--- config.mk ---
export PLATFORM = sky130hd
export DESIGN_NAME = pwm_capture
export DESIGN_NICKNAME = d
export VERILOG_FILES = /design/src/rtl/pwm_capture.sv
export SDC_FILE = /design/constraint.sdc
export NUM_CORES = 1
export LEC_CHECK = 0
export ABC_AREA = 1
export CAP_MARGIN = 20
export CORE_MARGIN = 4
export CORE_UTILIZATION = 40
export CTS_CLUSTER_DIAMETER = 200
export DETAILED_ROUTE_END_ITERATION = 16
export RECOVER_POWER = 100
export REMOVE_ABC_BUFFERS = 1
export SKIP_CTS_REPAIR_TIMING = 1
export SYNTH_ARGS = -nofsm -noshare
export SYNTH_HDL_FRONTEND = slang
export SYNTH_SLANG_ARGS = --single-unit
--- constraint.sdc ---
create_clock -name clk_100MHz -period 7.3 [get_ports clk_100MHz]
set_input_delay 1.095 -clock clk_100MHz [delete_from_list [all_inputs] [get_ports clk_100MHz]]
set_output_delay 1.095 -clock clk_100MHz [all_outputs]
set_load 0.01 [all_outputs]
--- src/rtl/pwm_capture.sv ---
//------------------------------------------------------------------------------
// Module : pwm_capture
// Purpose: Measures an incoming PWM waveform in the clk_100MHz domain.
//          Reports the last rise-to-rise period, the high time within that
//          period and a 2-bit quantised duty code (00=25%, 01=50%, 10=75%,
//          11=100%), and flags an input that has stopped toggling.
// Ports  : clk_100MHz  - system clock
//          reset       - asynchronous active-high reset
//          pwm_in      - asynchronous PWM input (synchronised internally)
//          period_cnt  - last measured period in clk cycles
//          high_cnt    - last measured high time in clk cycles
//          duty_code   - quantised duty of the last measurement
//          meas_valid  - one-cycle pulse when the three results update
//          locked      - a full period has been measured since reset/timeout
//          stuck_high  - input static high for TIMEOUT_CYCLES
//          stuck_low   - input static low for TIMEOUT_CYCLES
// Rev    : 1.0 - initial release
//------------------------------------------------------------------------------
`default_nettype none

module pwm_capture #(
  parameter int CNT_W          = 18,
  parameter int TIMEOUT_CYCLES = 200000
) (
  input  logic             clk_100MHz,
  input  logic             reset,
  input  logic             pwm_in,
  output logic [CNT_W-1:0] period_cnt,
  output logic [CNT_W-1:0] high_cnt,
  output logic [1:0]       duty_code,
  output logic             meas_valid,
  output logic             locked,
  output logic             stuck_high,
  output logic             stuck_low
);

  localparam int               DW          = CNT_W + 3;
  localparam logic [CNT_W-1:0] CNT_MAX     = '1;
  localparam logic [CNT_W-1:0] CNT_ONE     = CNT_W'(1);
  localparam logic [CNT_W-1:0] TIMEOUT_VAL = CNT_W'(TIMEOUT_CYCLES);

  typedef enum logic [0:0] {
    IDLE    = 1'b0,
    MEASURE = 1'b1
  } state_t;

  state_t           state_q;
  logic             sync1_q;
  logic             pwm_s_q;
  logic             pwm_d_q;
  logic [CNT_W-1:0] period_run_q;
  logic [CNT_W-1:0] high_run_q;
  logic [CNT_W-1:0] idle_run_q;
  logic [CNT_W-1:0] period_cnt_q;
  logic [CNT_W-1:0] high_cnt_q;
  logic [1:0]       duty_code_q;
  logic             meas_valid_q;
  logic             locked_q;
  logic             stuck_high_q;
  logic             stuck_low_q;

  logic [CNT_W-1:0] period_run_d;
  logic [CNT_W-1:0] high_run_d;
  logic [1:0]       duty_code_d;

  logic             rise;
  logic             edge_det;
  logic             timeout;

  logic [DW-1:0]    p_ext;
  logic [DW-1:0]    h8;
  logic [DW-1:0]    p3;
  logic [DW-1:0]    p5;
  logic [DW-1:0]    p7;

  assign rise     = pwm_s_q & ~pwm_d_q;
  assign edge_det = pwm_s_q ^ pwm_d_q;
  // An edge in the same cycle suppresses the timeout, so a rise always wins.
  assign timeout  = (idle_run_q == TIMEOUT_VAL) && !edge_det;

  // Saturating run counters; high time only advances while the input is high.
  always_comb begin
    period_run_d = (period_run_q == CNT_MAX) ? CNT_MAX : period_run_q + CNT_ONE;
    high_run_d   = high_run_q;
    if (pwm_s_q && (high_run_q != CNT_MAX)) begin
      high_run_d = high_run_q + CNT_ONE;
    end
  end

  // Duty thresholds at 3/8, 5/8, 7/8 of the period; equality rounds up.
  always_comb begin
    p_ext = DW'(period_run_q);
    h8    = {high_run_q, 3'b000};
    p3    = (p_ext << 1) + p_ext;
    p5    = (p_ext << 2) + p_ext;
    p7    = (p_ext << 3) - p_ext;
    if (h8 < p3) begin
      duty_code_d = 2'b00;
    end else if (h8 < p5) begin
      duty_code_d = 2'b01;
    end else if (h8 < p7) begin
      duty_code_d = 2'b10;
    end else begin
      duty_code_d = 2'b11;
    end
  end

  always_ff @(posedge clk_100MHz or posedge reset) begin
    if (reset) begin
      state_q      <= IDLE;
      sync1_q      <= 1'b0;
      pwm_s_q      <= 1'b0;
      pwm_d_q      <= 1'b0;
      period_run_q <= '0;
      high_run_q   <= '0;
      idle_run_q   <= '0;
      period_cnt_q <= '0;
      high_cnt_q   <= '0;
      duty_code_q  <= 2'b00;
      meas_valid_q <= 1'b0;
      locked_q     <= 1'b0;
      stuck_high_q <= 1'b0;
      stuck_low_q  <= 1'b0;
    end else begin
      sync1_q      <= pwm_in;
      pwm_s_q      <= sync1_q;
      pwm_d_q      <= pwm_s_q;
      meas_valid_q <= 1'b0;

      // Idle counter holds at the threshold so the timeout stays asserted
      // (idempotently) until the input moves again.
      if (edge_det) begin
        idle_run_q <= '0;
      end else if (idle_run_q != TIMEOUT_VAL) begin
        idle_run_q <= idle_run_q + CNT_ONE;
      end

      case (state_q)
        IDLE: begin
          if (rise) begin
            period_run_q <= CNT_ONE;
            high_run_q   <= CNT_ONE;
            state_q      <= MEASURE;
          end
        end
        MEASURE: begin
          if (rise) begin
            period_cnt_q <= period_run_q;
            high_cnt_q   <= high_run_q;
            duty_code_q  <= duty_code_d;
            meas_valid_q <= 1'b1;
            locked_q     <= 1'b1;
            // The rise cycle is the first cycle of the next period.
            period_run_q <= CNT_ONE;
            high_run_q   <= CNT_ONE;
          end else begin
            period_run_q <= period_run_d;
            high_run_q   <= high_run_d;
          end
        end
        default: state_q <= IDLE;
      endcase

      if (edge_det) begin
        stuck_high_q <= 1'b0;
        stuck_low_q  <= 1'b0;
      end else if (timeout) begin
        state_q      <= IDLE;
        locked_q     <= 1'b0;
        stuck_high_q <= pwm_s_q;
        stuck_low_q  <= ~pwm_s_q;
      end
    end
  end

  assign period_cnt = period_cnt_q;
  assign high_cnt   = high_cnt_q;
  assign duty_code  = duty_code_q;
  assign meas_valid = meas_valid_q;
  assign locked     = locked_q;
  assign stuck_high = stuck_high_q;
  assign stuck_low  = stuck_low_q;

endmodule

`default_nettype wire

* After elaboration in Yosys (flattened, before gate mapping)
Index checks and enable logic that the tools add are counted.
** Cells by class
- Magnitude comparators :: 3
- Equality and inequality tests :: 6
- Reductions and logical operators :: 7
- Bitwise logic cells :: 5
- Add/sub/neg operators :: 6
- Mux-type cells :: 25
** Operator list (count)
- 18-bit two-way mux :: 7
- 18-bit one-hot mux with 2 select lines :: 2
- 18-bit by 1-bit adder with 18-bit output (second input constant) :: 3
- 21-bit < comparator :: 2
- 18-bit equality test (second input constant) :: 2
- 18-bit != test (second input constant) :: 2
- 20-bit by 18-bit adder with 21-bit output :: 1
- 21-bit by 20-bit < comparator with 1-bit output :: 1
- 21-bit by 18-bit subtractor with 21-bit output :: 1
- 19-bit by 18-bit adder with 20-bit output :: 1
- 1-bit two-way mux :: 14
- 2-bit two-way mux :: 2
- 2-bit AND reduction :: 2
- 2-bit nonzero test :: 2
- 3-bit by 1-bit != test with 1-bit output (second input constant) :: 1
- 1-bit inverter :: 3
- 1-bit logical AND :: 2
- 2-bit != test (second input constant) :: 1
- 1-bit bitwise AND :: 1
- 1-bit logical NOT :: 1
- 1-bit XOR :: 1
** Word-level totals
- Output and inout port bits :: 42
- Register bits :: 100
- Word-level logic and storage cells :: 66

* Logic depth before layout (Yosys ltp)
Gate-level depths: netlist of run 1.
- Word-level depth :: 6
- Depth in mapped cells :: 23

* Least setup slack after synthesis of run 1
No wires, ideal clock.
- Path kind :: register -> register
- From :: reg period_run_q[0]
- To :: reg duty_code_q[0], in the netlist duty_code[0]
- Clock period less this slack :: 3.008 ns
- Required time :: 7.235 ns
- Path slack :: 4.292 ns
- Arrival :: 2.943 ns
- Cell stages (with the launch flop) :: 23
- Setup time :: 0.065 ns
- Cells stage by stage :: dfrtp_1 -> ha_1 -> inv_1 -> fa_1 -> o21ai_0 -> nand2_1 -> nand2_1 -> nand2_1 -> nand2_1 -> nand2_1 -> nand3_1 -> nand2_1 -> ha_1 -> nand2_1 -> nor2_1 -> nand2_1 -> nor2_1 -> nand2_1 -> nand2_1 -> nor2_1 -> nor2_1 -> nand2_1 -> nand2_1
** On the way
- Longest elaborated chain between the ends :: 5
- Elaborated cells between the ends (all ways) :: 9
** Ends and longest elaborated chain
- from (decl) :: RTL line 51 : logic [CNT_W-1:0] period_run_q;
- from (signal assigned) :: RTL line 157 : period_run_q <= period_run_d;
- 21-bit by 18-bit subtractor with 21-bit output :: RTL line 96 : p7 = (p_ext << 3) - p_ext;
- 21-bit < comparator :: RTL line 101 : end else if (h8 < p7) begin
- 1-bit two-way mux :: RTL line 101
- 2-bit two-way mux :: RTL line 99 : end else if (h8 < p5) begin
- 2-bit two-way mux * :: RTL line 97 : if (h8 < p3) begin
- to (signal assigned) :: RTL line 150 : duty_code_q <= duty_code_d;
- to (decl) :: RTL line 56 : logic [1:0] duty_code_q;
Mark *: on every way between the ends. The rest lies on a longest branch, timed or not.
A chain may end at the register's enable or synchronous reset.

* Worst setup path in the final report of run 1
- From :: reg pwm_s_q
- To :: reg period_cnt_q[17], in the netlist period_cnt[17]
** On the way
- Longest elaborated chain between the ends :: 2
** Ends and longest elaborated chain
- from (decl) :: RTL line 49 : logic pwm_s_q;
- from (signal assigned) :: RTL line 126 : pwm_s_q <= sync1_q;
- 1-bit bitwise AND :: RTL line 76 : assign rise = pwm_s_q & ~pwm_d_q;
- 2-bit AND reduction (no source line)
- to (signal assigned) :: RTL line 148 : period_cnt_q <= period_run_q;
- to (decl) :: RTL line 54 : logic [CNT_W-1:0] period_cnt_q;
Every way passes these cells.

==> run_results.csv, run 1 <==
group,metric,value,unit
floorplan,ios,45,
grt,met1_usage,30.7,%
clock_tree,clk_pin_slew,0.08,ns
finish,nFillCells,2372,
clock_tree,h-tree-depth,3,
logic_synthesis,syn_area_per_cell,6.83,µm²
status,violations,"capacitance limit, slew limit",
clock_tree,cts_buffer_depth,2,
route,drtIter0Drc,588,
timing,tns,0,ns
finish,area_delta_synth_final,10.8,%
pwr,p_comb_share,47.3,%
route,viasPerCell,5.37,
logic_synthesis,synthTopCellsByArea,"dfrtp_1 27%, nand2_1 16%, ha_1 15%",
finish,drive_gt1_share,2.61,%
clock_tree,cts.sinks,100,
pwr,leakagePower,5.32,nW
finish,nets,1493,
timing,setup_violations,0,
logic_synthesis,seq_area_frac_synth,27.4,%
grt,overflow,0,
floorplan,row_count,55,
grt,grtUsageTotal,22.2,%
clock_tree,cts-root-buf,"clkbuf_16",
route,wire_per_inst,17.0,µm
placement,hpwl,21900,µm
timing,rsz0062_at_grt,"false",
grt,gr-max-usage-layer,"met2",
finish,area.sequential,2500,µm²
setup_path,end_kind,"flip-flop",
timing,max_freq,0.276,GHz
pwr,p_int,1.27,mW
timing,slew_viol_final,76,
timing,timing.slew.headroom,-25.7,%
setup_path,setup.worst_path.start_class,"flip-flop",
setup_path,critical_path_required,7.42,ns
route,firstDrtPassIters,5,
logic_synthesis,yosysWarnings,0,
timing,tightest_slew,1.89,ns
pwr,power_frac_seq,29.6,%
timing,fin_crit_sh,49.6,%
logic_synthesis,synthArstFlopShare,100,%
logic_synthesis,yosys-top-cells-count,"387 x nand2_1, 160 x inv_1, 125 x nor2_1, 112 x ha_1, 100 x dfrtp_1",
pwr,clkPwrFrac,23.1,%
route,wirelength,28300,µm
placement,preCtsSetupSlack,3.77,ns
pwr,power.density,224,nW/µm²
logic_synthesis,synth_area,9140,µm²
logic_synthesis,syn_inst,1339,
grt,antenna_found_initial,0,
pwr,ir_drop,0.128,mV
logic_synthesis,synth_top_area_cell,"dfrtp_1",
route,vias,8938,
grt,use_met3,2.95,%
run,maxCapViolations,2,
floorplan,die_x,159,µm
timing,skew,0.0148,ns
worst_hold_path,holdCritPathClass,"flip-flop to flip-flop",
setup_path,critPathKind,"flip-flop to flip-flop",
logic_synthesis,yosys.cell_count.top_type,"nand2_1",
timing,min_period,3.62,ns
logic_synthesis,synth_ff_type,"dfrtp_1",
logic_synthesis,synth_seq_cells,100,
floorplan,fp.dieArea,25300,µm²
clock_tree,cts_buffers,9,
timing,timing.final.ws_setup,3.68,ns
clock_tree,worst_skew_pair.late_latency,0.36,ns
placement,port-buffer-count,44,
floorplan,start_util,40.5,%
grt,grt_util_met2,36.2,%
setup_path,arrival,3.74,ns
finish,num_antenna_cells,0,
placement,routabilityCongestion,1.00,
clock_tree,cts_tree,"done",
grt,grt_pass1_vias,8534,
floorplan,core_area,22600,µm²
grt,grt_max_degree,69,
timing,hold_violations,0,
route,antenna_left,0,
pwr,switchingPower,999,µW
status,status,"finished, violations left",
finish,multi_input_area,5880,µm²
floorplan,die_h,159,µm
grt,grt_pass1_wl,45500,µm
setup_path,crit_fanout,41,
logic_synthesis,yosysTopAreaCellShare,27.4,%
logic_synthesis,synth_edf_count,0,
route,drc,0,
pwr,power.total,2.27,mW
logic_synthesis,synth.distinct_cells,39,
pwr,netSwitchingFraction,44.0,%
-- power by group through the flow --
stage | Clock, mW | Sequential (mW) | Combinational, mW
after global routing | 0.552 | 0.679 | 1.23
after global placement | 0 | 0.681 | 1.07
after CTS | 0.535 | 0.672 | 1.08
after floorplan | 0 | 0.667 | 0.764
final | 0.524 | 0.671 | 1.07
after detailed placement | 0 | 0.683 | 1.07
-- routing by layer --
layer	wire length, µm	vias up	part of all wire, %
met5	0	-	0
met4	805	0	2.8
met3	1350	54	4.8
met2	13000	250	46
met1	13200	4161	47
li1	-	4473	-
-- critical path, cell delays in order (launching register included) --
cell and delay [ns]:
dfrtp_1 0.44, ha_1 0.39, nand2_1 0.72, clkbuf_1 1.42
o21ai_0 0.40
-- cells in the final DEF, fill, tap and decap left out, types with 3 or more instances in the layout --
cell and instances:
nand2_1 388, o21ai_0 103, nor3b_1 5, inv_1 159, nand2_2 6, nor2_1 125, xnor2_1 17, nor4_1 3
nand3_1 89, nor2_4 3, nand3b_1 10, o211ai_1 5, clkbuf_16 9, o21ai_1 3, inv_2 3, nand4_1 28
dlygate4sd3_1 44, o21bai_1 5, xor2_1 31, a31oi_1 4, nor3_1 18, ha_1 112, a21o_1 5, dfrtp_1 100
a21oi_1 80
-- state kept, by name, summed over array words and instances, names as in the netlist --
signal	count
high_cnt	18
high_run_q	18
idle_run_q	18
period_cnt	18
period_run_q	18
duty_code	2
locked	1
meas_valid	1
pwm_d_q	1
pwm_s_q	1
state_q	1
stuck_high	1
stuck_low	1
sync1_q	1
-- metrics by stage --
stage	hold WS [ns]	instance area, µm²	instances	util [%]
floorplan	0.331	9040	1318	-
global placement	0.389	9860	1650	43.7
detailed placement	0.382	9860	1650	43.7
CTS	0.391	10200	1665	45.1
global route	0.405	10100	1665	44.9
finish	0.373	10100	1665	44.9
-- layout make-up --
type	instances	share of cell area [%]
clock inverters	6	0.828
inverters	163	6.06
clock buffers	9	2.22
well taps	285	3.52
repair buffers	47	4.54
flip-flops and latches	100	24.7
multi-input cells	1055	58.1
-- worst paths after layout --
| kind | cells after the start | slack [ns] | start | endpoint |
|---|---|---|---|---|
| max in group asynchronous | 3 | 4.24 | reset | high_run_q[9] |
| min in group asynchronous | 2 | 1.55 | reset | period_cnt[2] |
| worst min-delay path | 0 | 0.37 | sync1_q | pwm_s_q |
| worst max-delay path | 4 | 3.68 | pwm_s_q | period_cnt[17] |
| worst min register to register | 0 | 0.37 | sync1_q | pwm_s_q |
| worst max register to register | 4 | 3.68 | pwm_s_q | period_cnt[17] |
-- cells by family (layout without fill, tap and decap cells) --
logic type / Yosys count / count (layout) / share of synthesized area, %
flops: 100 / 100 / 27.4
fa+ha+maj: 114 / 114 / 15.8
buf+inv: 184 / 225 / 7.80
simple gates: 682 / 682 / 32.0
xor+xnor: 48 / 48 / 4.60
compound gates: 211 / 211 / 12.5
Power figures use the tool's default switching activity.
==> run 2, diff against run 1 <==
Clock period 7.3 ns to 3.7 ns, I/O delays scaled along.
==> run 2 against run 1 <==
The flow still finishes with violations (capacitance limit, slew limit). Maximum frequency up 8.5%. Global-route usage down 0.78 points. Register-to-register slack worse by 3.3 ns. Cell count up 0.66%. Die area unchanged. Sequential power up 97%. Hold slack better by 0.027 ns. Largest cell class unchanged.
==> run_results.csv, run 2 (same netlist as run 1, synthesis figures left out) <==
group,metric,value,unit
floorplan,core_area,22600,µm²
finish,drive_gt1_share,3.09,%
run,maxCapViolations,1,
timing,hold_violations,0,
finish,num_antenna_cells,0,
worst_hold_path,min_from,"sync1_q",
finish,fin_cells,1676,
setup_path,slowest_delay,0.61,ns
finish,area_delta_synth_final,11.5,%
placement,hpwl,21400,µm
floorplan,row_count,55,
timing,slew_viol_final,57,
grt,overflow,0,
timing,timing.slew.headroom,-51.3,%
status,violations,"capacitance limit, slew limit",
route,antenna_left,0,
timing,setup_violations,0,
floorplan,fp.dieArea,25300,µm²
timing,max_freq,0.299,GHz
clock_tree,worst_skew_pair.late_latency,0.37,ns
setup_path,crit_fanout,7,
grt,grt_max_degree,58,
finish,post-route-util,45.1,%
floorplan,start_util,40.5,%
route,wire_per_inst,16.3,µm
clock_tree,cts_buffers,9,
setup_path,rr_worst_depth,18,
placement,routabilityCongestion,1.00,
clock_tree,cts_tree,"done",
floorplan,die_x,159,µm
setup_path,cp_common_cell,"nand2_1",
route,drtIter0Drc,451,
setup_path,end_kind,"flip-flop",
route,vias,8887,
grt,grt_pass1_wl,44000,µm
pwr,leakagePower,5.37,nW
route,drc,0,
setup_path,arrival,3.60,ns
setup_path,crit_slowest_cell,"dfrtp_1",
route,firstDrtPassIters,5,
clock_tree,clk_pin_slew,0.08,ns
setup_path,reg2reg_slack,0.36,ns
route,viasPerCell,5.30,
clock_tree,cts.sinks,100,
timing,tns,0,ns
worst_hold_path,holdPathStages,0,
floorplan,die_h,159,µm
grt,grt_pass1_vias,8529,
finish,final_common_cell,"nand2_1",
floorplan,ios,45,
status,status,"finished, violations left",
clock_tree,h-tree-depth,3,
timing,tightest_slew,2.27,ns
worst_hold_path,holdCritPathClass,"flip-flop to flip-flop",
clock_tree,cts_buffer_depth,2,
finish,nFillCells,2385,
setup_path,critical_path_required,3.96,ns
timing,min_period,3.34,ns
setup_path,path_cells,"inv_1, ha_1, nand2_1, o21ai_1, nor2_1, o21ai_1, nand2_1, nand3b_1, nand2_1, ha_1, a21oi_1, a21oi_1, nor2_1, nand2_1, nor2_1, nand2_1, nand2_1, nand2_1",
placement,placed_cells,1661,
setup_path,critPathKind,"flip-flop to flip-flop",
timing,fin_hold_ws,0.400,ns
timing,fin_crit_sh,90.3,%
timing,skew,0.0144,ns
finish,final_cell_mix,"390 x nand2_1, 161 x inv_1, 126 x nor2_1",
grt,antenna_found_initial,0,
setup_path,r2r_start,"period_run_q[5]",
finish,nets,1504,
setup_path,setup.worst_path.start_class,"flip-flop",
pwr,ir_drop,0.331,mV
placement,port-buffer-count,44,
setup_path,rr_endpoint,"duty_code[0]",
clock_tree,cts-root-buf,"clkbuf_16",
worst_hold_path,hold_end,"pwm_s_q",
grt,grtUsageTotal,21.4,%
pwr,power.density,435,nW/µm²
route,wirelength,27400,µm
timing,rsz0062_at_grt,"false",
## run 2: cell types whose count changed in the layout (fill, tap and decap cells not counted), sizes merged
cell | before | now
clkinvlp | 1 | 0
clkbuf | 10 | 11
buf | 2 | 12
clkinv | 3 | 2
inv | 164 | 166
## run 2: worst max-delay path by stage
stage / start / endpoint / slack, ns / depth (start not counted)
4_1_cts: period_run_q[2] / duty_code[1] / 0.41 / 21
3_5_place_dp: period_run_q[2] / duty_code[1] / 0.43 / 21
2_1_floorplan: reset / duty_code[0] / 0.53 / 1
6_report: period_run_q[5] / duty_code[0] / 0.36 / 18
3_3_place_gp: period_run_q[3] / duty_code[0] / 0.44 / 19
5_1_grt: period_run_q[2] / duty_code[1] / 0.07 / 21
## run 2: per-layer routing
| layer | global-route usage, % | share of wire, % |
|---|---|---|
| met1 | 29.0 | 46 |
| met2 | 35.6 | 46 |
| met3 | 3.55 | 5.3 |
| met4 | 6.04 | 2.5 |
| met5 | 0 | 0 |
## run 2: report_power, final
part,switching [mW],internal [mW]
Clock,0.480,0.536
Combinational,1.30,0.791
Sequential,0.140,1.18
## run 2: final cells by class
cell class / instances / area, µm² / share of cell area (%)
clock buffer: 9 / 225 / 2.21
clock inverter: 6 / 78.8 / 0.774
inverter: 163 / 612 / 6.01
multi-input combinational: 1055 / 5860 / 57.5
sequential: 100 / 2500 / 24.6
tap: 285 / 357 / 3.50
timing repair buffer: 58 / 552 / 5.42
## run 2: worst max-delay path: cells and delay by family (launching register included)
family / cells / cell delay [ns]
buf+inv: 1 / 0.17
compound gates: 4 / 0.75
simple gates: 11 / 1.00
fa+ha+maj: 2 / 0.70
flops: 1 / 0.61
## run 2: per-stage QoR
stage / power [mW] / worst slack (ns) / instance area (µm²)
2_1_floorplan: 2.82 / 0.526 / 9040
3_3_place_gp: 3.41 / 0.444 / 9960
3_5_place_dp: 3.44 / 0.427 / 9960
4_1_cts: 4.48 / 0.411 / 10300
5_1_grt: 4.82 / 0.0656 / 10200
6_report: 4.43 / 0.361 / 10200
==> run 3, diff against run 2 <==
Settings changed: CORE_MARGIN 4 to not set.
==> run 3 against run 2 <==
The run still ends with capacitance limit, slew limit left. Final area decreased by 0.11%. Wire length increased by 2.2%. Clock skew increased by 0.0065 ns. Hold slack got worse by 0.0068 ns. Register-to-register slack about the same. Count of clock-buffer cells in the layout unchanged. Power about the same. Utilization increased by 0.93 points. First-iteration DRC count increased by 24%. Clock power about the same. Critical path type unchanged. Largest power group unchanged.
==> run_results.csv, run 3 (same netlist as run 1, synthesis figures left out) <==
group,metric,value,unit
status,status,"finished, violations left",
status,violations,"capacitance limit, slew limit",
finish,final_cell_mix,"390 x nand2_1, 160 x inv_1, 127 x nor2_1",
grt,antenna_found_initial,0,
timing,slew_viol_final,35,
floorplan,ios,45,
floorplan,row_count,54,
clock_tree,cts.sinks,100,
worst_hold_path,holdCritPathClass,"flip-flop to flip-flop",
placement,hpwl,21600,µm
floorplan,fp.dieArea,23500,µm²
pwr,ir_drop,0.235,mV
timing,max_freq,0.300,GHz
pwr,switchingPower,1.98,mW
pwr,p_int,2.45,mW
grt,grtUsageTotal,24.5,%
run,maxCapViolations,1,
clock_tree,cts_buffers,9,
pwr,p_comb_share,47.3,%
route,drc,0,
route,drtIter0Drc,559,
clock_tree,clk_pin_slew,0.09,ns
route,firstDrtPassIters,5,
timing,skew,0.0209,ns
route,viasPerCell,5.33,
setup_path,critPathKind,"flip-flop to flip-flop",
grt,grt_pass1_wl,44700,µm
timing,tightest_slew,1.57,ns
clock_tree,cts_buffer_depth,2,
grt,grt_max_degree,80,
route,wire_per_inst,16.7,µm
clock_tree,cts_tree,"done",
finish,nets,1505,
setup_path,crit_fanout,8,
finish,area_delta_synth_final,11.3,%
finish,num_antenna_cells,0,
pwr,clkPwrFrac,22.9,%
timing,fin_hold_ws,0.393,ns
pwr,power.density,435,nW/µm²
timing,rsz0062_at_grt,"false",
setup_path,setup.worst_path.start_class,"flip-flop",
timing,setup_violations,0,
setup_path,end_kind,"flip-flop",
timing,min_period,3.33,ns
floorplan,die_h,153,µm
pwr,leakagePower,5.36,nW
setup_path,arrival,3.64,ns
finish,final_common_cell,"nand2_1",
placement,port-buffer-count,44,
clock_tree,worst_skew_pair.late_latency,0.37,ns
route,vias,8914,
placement,routabilityCongestion,0.940,
pwr,netSwitchingFraction,44.7,%
route,antenna_left,0,
timing,fin_crit_sh,90.0,%
grt,overflow,0,
finish,drive_gt1_share,3.16,%
floorplan,core_area,22100,µm²
timing,tns,0,ns
timing,timing.slew.headroom,-5.24,%
grt,grt_pass1_vias,8379,
floorplan,start_util,41.4,%
clock_tree,h-tree-depth,3,
clock_tree,cts-root-buf,"clkbuf_16",
pwr,power_frac_seq,29.7,%
floorplan,die_x,153,µm
route,wirelength,28000,µm
timing,hold_violations,0,
setup_path,critical_path_required,4.01,ns
-- run 3: worst paths after layout --
| check | to | slack [ns] | depth (start not counted) | startpoint |
|---|---|---|---|---|
| hold / removal | pwm_s_q | 0.39 | 0 | sync1_q |
| setup reg to reg | duty_code[1] | 0.37 | 21 | period_run_q[2] |
| hold reg to reg | pwm_s_q | 0.39 | 0 | sync1_q |
| setup / recovery | duty_code[1] | 0.37 | 21 | period_run_q[2] |
| min in group asynchronous | period_cnt[13] | 0.99 | 2 | reset |
| max in group asynchronous | high_run_q[14] | 0.57 | 4 | reset |
-- run 3: metal layers --
layer,wire length (µm),up-vias,track usage (%)
li1,-,4495,-
met2,12800,238,39.6
met5,0,-,0
met3,1280,43,3.97
met1,13300,4138,33.3
met4,671,0,7.50
-- run 3: worst max-delay path, cell delays in order (launching register included) --
cell,delay [ns]
dfrtp_1,0.53
inv_1,0.22
fa_1,0.53
o21ai_1,0.31
nand2_1,0.10
nand2_1,0.15
nand2_1,0.07
nand2_1,0.09
nand2_1,0.08
nand3_1,0.07
nand2_1,0.08
ha_1,0.28
nand2_1,0.05
nor2_1,0.14
nand2_1,0.09
nor2_1,0.09
nand2_1,0.05
nand2_1,0.06
nor2_1,0.04
nor2_1,0.13
nand2_1,0.07
nand2_1,0.05
-- run 3: area by class of cell --
class                   count  area, µm²
fillers                  2262      11900
multi-input cells        1055       5850
clock buffers               9        225
flip-flops and latches    100       2500
inverters                 163        613
repair buffers             59        553
clock inverters             7       80.1
well taps                 280        350
-- run 3: power by group through the flow --
stage	Clock, mW	Sequential, mW	Combinational [mW]
after global routing	1.08	1.34	2.40
after detailed placement	0	1.34	2.10
after global placement	0	1.34	2.11
final	1.01	1.32	2.10
after CTS	1.03	1.32	2.11
after floorplan	0	1.32	1.51
-- run 3: through the flow --
step                setup WS (ns)  instance area (µm²)  cells  power, mW  utilization (%)
detailed placement          0.364                 9950   1656       3.44             45.1
floorplan                   0.526                 9040   1318       2.82                -
CTS                         0.300                10300   1672       4.47             46.4
global route               0.0320                10200   1673       4.82             46.1
finish                      0.371                10200   1673       4.43             46.1
global placement            0.417                 9950   1656       3.45             45.1
